[src/rtl/dmux8_sched_pkg.sv]
// Shared types and constants for the dmux8 round-robin scheduler.
// Optional destination mask feature is enabled by defining DMUX8_SCHED_MASK_EN.
package dmux8_sched_pkg;

   localparam int unsigned NDST  = 8;
   localparam int unsigned SEL_W = 3;
   localparam int unsigned CNT_W = 16;

   typedef enum logic {
      StIdle,
      StSend
   } state_e;

   function automatic logic [7:0] sat_inc8(input logic [7:0] v);
      return (v == 8'hFF) ? v : v + 8'd1;
   endfunction

endpackage

[src/rtl/dmux8_rr_next.sv]
// Combinational finder for the first enabled destination after cur_i (cyclic).
// Returns cur_i itself when it is the sole enabled destination.
module dmux8_rr_next
   import dmux8_sched_pkg::*;
(
   input  logic [SEL_W-1:0] cur_i,
   input  logic [NDST-1:0]  mask_i,
   output logic [SEL_W-1:0] nxt_o,
   output logic             any_o
);

   logic             found;
   logic [SEL_W-1:0] idx;

   always_comb begin
      nxt_o = cur_i;
      any_o = |mask_i;
      found = 1'b0;
      idx   = cur_i;
      // Offset 8 wraps to cur_i so a sole enabled destination selects itself.
      for (int i = 1; i <= NDST; i++) begin
         idx = cur_i + SEL_W'(i);
         if (!found && mask_i[idx]) begin
            nxt_o = idx;
            found = 1'b1;
         end
      end
   end

endmodule

[src/rtl/dmux8_sched.sv]
// Round-robin scheduler feeding a 1-to-8 demux: holds one word and hands it to the
// current destination. Define DMUX8_SCHED_MASK_EN to add the dst_mask_i enable port.
module dmux8_sched
   import dmux8_sched_pkg::*;
#(
   parameter int unsigned N   = 6,
   parameter int unsigned TMO = 15
) (
   input  logic             clk_i,
   input  logic             rst_ni,
   input  logic [N-1:0]     in_data_i,
   input  logic             in_valid_i,
   output logic             in_ready_o,
   output logic [N-1:0]     out_data_o,
   output logic [SEL_W-1:0] out_sel_o,
   output logic [NDST-1:0]  out_valid_o,
   input  logic [NDST-1:0]  out_ready_i,
`ifdef DMUX8_SCHED_MASK_EN
   input  logic [NDST-1:0]  dst_mask_i,
`endif
   output logic [CNT_W-1:0] sent_cnt_o,
   output logic [7:0]       skip_cnt_o
);

   localparam int unsigned STALL_W = (TMO < 2) ? 1 : $clog2(TMO + 1);

   state_e             state_q, state_d;
   logic [N-1:0]       data_q, data_d;
   logic [SEL_W-1:0]   sel_q, sel_d;
   logic [STALL_W-1:0] stall_q, stall_d;
   logic [CNT_W-1:0]   sent_q, sent_d;
   logic [7:0]         skip_q, skip_d;

   logic [NDST-1:0]    mask;
   logic [SEL_W-1:0]   nxt;
   logic               any;
   logic               fire;
   logic               accept;
   logic               tmo_hit;

`ifdef DMUX8_SCHED_MASK_EN
   assign mask = dst_mask_i;
`else
   assign mask = {NDST{1'b1}};
`endif

   dmux8_rr_next u_rr_next (
      .cur_i  (sel_q),
      .mask_i (mask),
      .nxt_o  (nxt),
      .any_o  (any)
   );

   assign out_valid_o = (state_q == StSend) ? (NDST'(1) << sel_q) : '0;
   assign fire        = (state_q == StSend) & out_ready_i[sel_q] & any;
   // Held low during reset even though the state already reads idle.
   assign in_ready_o  = rst_ni & any & ((state_q == StIdle) | fire);
   assign accept      = in_valid_i & in_ready_o;
   assign tmo_hit     = (TMO != 0) && (stall_q == STALL_W'(TMO - 1));

   assign out_data_o  = data_q;
   assign out_sel_o   = sel_q;
   assign sent_cnt_o  = sent_q;
   assign skip_cnt_o  = skip_q;

   always_comb begin
      state_d = state_q;
      data_d  = data_q;
      sel_d   = sel_q;
      stall_d = stall_q;
      sent_d  = sent_q;
      skip_d  = skip_q;
      if (fire) begin
         sent_d  = sent_q + 16'd1;
         sel_d   = nxt;
         stall_d = '0;
         if (accept) begin
            data_d = in_data_i;
         end else begin
            state_d = StIdle;
         end
      end else if (state_q == StSend) begin
         // With no destination enabled the held word and stall count freeze.
         if (any) begin
            if (!mask[sel_q] || tmo_hit) begin
               sel_d   = nxt;
               stall_d = '0;
               skip_d  = sat_inc8(skip_q);
            end else begin
               stall_d = stall_q + 1'b1;
            end
         end
      end else if (accept) begin
         data_d  = in_data_i;
         state_d = StSend;
      end
   end

   always_ff @(posedge clk_i or negedge rst_ni) begin
      if (!rst_ni) begin
         state_q <= StIdle;
         data_q  <= '0;
         sel_q   <= '0;
         stall_q <= '0;
         sent_q  <= '0;
         skip_q  <= '0;
      end else begin
         state_q <= state_d;
         data_q  <= data_d;
         sel_q   <= sel_d;
         stall_q <= stall_d;
         sent_q  <= sent_d;
         skip_q  <= skip_d;
      end
   end

endmodule

[config.mk]
export PLATFORM = sky130hd
export DESIGN_NAME = dmux8_sched
export DESIGN_NICKNAME = d
export VERILOG_FILES = /design/src/rtl/dmux8_sched_pkg.sv /design/src/rtl/dmux8_rr_next.sv /design/src/rtl/dmux8_sched.sv
export SDC_FILE = /design/constraint.sdc
export NUM_CORES = 1
export LEC_CHECK = 0
export BUFFER_PORTS_ARGS = -buffer_cell sky130_fd_sc_hd__buf_2
export CAP_MARGIN = 5
export CORE_UTILIZATION = 40
export DETAILED_ROUTE_END_ITERATION = 10
export GPL_ROUTABILITY_DRIVEN = 0
export GPL_TIMING_DRIVEN = 0
export SYNTH_ARGS = -nofsm -noshare
export SYNTH_HDL_FRONTEND = slang
export SYNTH_HIERARCHICAL = 1
export SYNTH_SLANG_ARGS = --single-unit
[constraint.sdc]
create_clock -name clk_i -period 6 [get_ports clk_i]
set_input_delay 0.6 -clock clk_i [delete_from_list [all_inputs] [get_ports clk_i]]
set_output_delay 0.6 -clock clk_i [all_outputs]
set_load 0.02 [all_outputs]
==> metrics.yaml <==
port_buffers: 58
drtIter0Drc: 104
start_util: 0.424
reg2regPathDepth: 10
max_freq_mhz: 361
worstPathArrival_ns: 2.17
cts_max_level: 2
grt_pass1_vias: 2243
synth_xor_area_frac: 0.0827
drive_gt1_frac: 0.272
drv_cap: 0
fin_setup_tns_ns: 0
multi_input_area_mm2: 0.00181
worstHoldPathType: "input port to async pin"
leakage_nw: 1.69
clk_latency_ns: 0.29
synth-edff-count: 0
ir_drop_mv: 0.238
final-hold-violation-count: 0
cts_buffers: 5
drc: 0
power_mw: 1.76
slowest_delay_ns: 0.63
die_w_um: 85.0
syn2layout_area_growth_pct: 22.7
synth_compound_area_frac: 0.101
final_util: 0.520
crit_buf_inv: 3
rows: 29
period_share: 0.462
nets: 405
grt_busiest_layer: "met2"
die_y_um: 85.0
outcome: "completed"
setup_violations: 0
crit_path_end_kind: "output port"
syn_inst: 278
gr-total-overflow: 0
ctsResizeCount: 0
ys_async_sr_fraction: 1.00
synth.area.mux_share: 0.156
grtUsageMet2: 0.290
ys.flop_type: "dfrtp_1"
rsz0062_at_grt: "no"
netlist_area_mm2: 0.00276
critPathMaxFanout: 13
routed_via_density: 5.16
antenna_found_initial: 0
cts_tree: "done"
ant_nets: 0
synth_fa_ha_area_frac: 0.0272
start_kind: "flip-flop"
grt_pass1_wl_mm: 10.5
clk_pin_slew_worst_paths_ns: 0.08
setup_ws_ns: 3.23
wl_mm: 5.91
pre_cts_ws_ns: 3.54
netlist-cell-type-count: 55
layout_common_cells: "buf_2 (62), conb_1 (40), dfrtp_1 (38)"
yosys.area_share.simple: 0.237
clockRootBuffer: "clkbuf_8"
critPathKind: "flip-flop to output port"
finClkSkew_ns: 0.00990
grt_max_degree: 41
cp_slowest_cell: "dfrtp_1"
die-area_mm2: 0.00722
final_common_cell: "buf_2"
pwr_density_cell_mw_per_mm2: 522
dr.pass1.iters: 4
diodes: 0
crit_chain: "nand2b_1 -> a211o_1 -> nand4_2 -> buf_6 -> buf_8 -> a21oi_1 -> buf_2"
hpwl_mm: 4.47
clock-sinks: 38
post-route-min-period_ns: 2.77
relSlewSlack: 0.414
core-area_mm2: 0.00649
routedWlPerCell_um: 12.9
cts_setup_buffers: 0
clk_path_buf_depth: 2
regArea_um2: 951
synth_top_family_by_area: "simple AND/OR/NAND/NOR gates"
postSynthAreaPerCell_um2: 9.91
path_depth: 7
ys_warn_count: 6
grt.total_usage: 0.182
required_ns: 5.40
grt_util_met3: 0.0389
ys_ff_latch: 38
hold_buffers: 0
vias: 2375
worst_pin_slew_ns: 0.879
io_pins: 59
nFillCells: 639
slew_viol_final: 0
cp_top_family: "flip-flops"
grt_use_met1: 0.252
ys_seq_area_frac: 0.345
holdWs_ns: 0.419
sequential cells by signal, indices dropped and copies added (netlist names):
signal,cells
state_q,1
out_data_o,6
skip_cnt_o,8
stall_q,4
out_sel_o,3
sent_cnt_o,16
cell usage after synthesis (7+ instances only):
| cell type | count | area, um^2 |
|---|---|---|
| xnor2_1 | 16 | 140 |
| nand2b_1 | 7 | 43.8 |
| mux2_2 | 12 | 135 |
| inv_1 | 14 | 52.6 |
| xor2_1 | 10 | 87.6 |
| dfrtp_1 | 38 | 951 |
| nor3_1 | 9 | 45.0 |
| a21oi_1 | 8 | 40.0 |
| nand3_1 | 16 | 80.1 |
| nand4_1 | 12 | 75.1 |
| nor2_1 | 20 | 75.1 |
| nand2_1 | 28 | 105 |
power by group:
group	leakage, nW	internal, mW	switching (mW)
sequential	0.486	0.316	0.0816
clock	0.0482	0.0928	0.0906
combinational	1.15	0.508	0.675
total	1.69	0.916	0.848
area by class of cell:
cell class | count | area share
Buffer | 10 | 0.0248
Clock buffer | 7 | 0.0255
Clock inverter | 1 | 0.00148
Inverter | 14 | 0.0155
Multi-Input combinational cell | 255 | 0.537
Sequential cell | 38 | 0.281
Tap cell | 77 | 0.0285
Timing Repair Buffer | 58 | 0.0859
path summary, 6_finish.rpt:
kind | from | to | slack, ns
min reg2reg | sent_cnt_o[15]$_DFFE_PN0P_ | sent_cnt_o[15]$_DFFE_PN0P_ | 0.47
min | rst_ni | skip_cnt_o[4]$_DFFE_PN0P_ | 0.42
max | out_sel_o[2]$_DFFE_PN0P_ | in_ready_o | 3.23
min in group clk_i | sent_cnt_o[15]$_DFFE_PN0P_ | sent_cnt_o[15]$_DFFE_PN0P_ | 0.47
max in group asynchronous | rst_ni | out_data_o[2]$_DFFE_PN0P_ | 5.02
max reg2reg | out_sel_o[0]$_DFFE_PN0P_ | out_sel_o[1]$_DFFE_PN0P_ | 3.69
routing by layer:
layer | wire length (um) | share of wire | vias up
met2 | 2700 | 0.46 | 50
met1 | 2890 | 0.49 | 1130
met4 | 51 | 0.0086 | 0
li1 | - | - | 1190
met3 | 271 | 0.046 | 5
met5 | 0 | 0 | -
kinds of logic after synthesis:
family	Yosys count
AOI/OAI and AO/OA	40
adders and majority gates	6
and+or+nand+nor	115
buffers and inverters	24
xor gates and xnor gates	26
other	1
muxes	28
DFF	38
through the flow:
| stage | instances | area [um^2] |
|---|---|---|
| final | 460 | 3380 |
| after global routing | 460 | 3380 |
| after CTS | 460 | 3380 |
| after detailed placement | 452 | 3290 |
| after global placement | 452 | 3290 |
| after floorplan | 317 | 2900 |
Power figures use the tool's default switching activity.
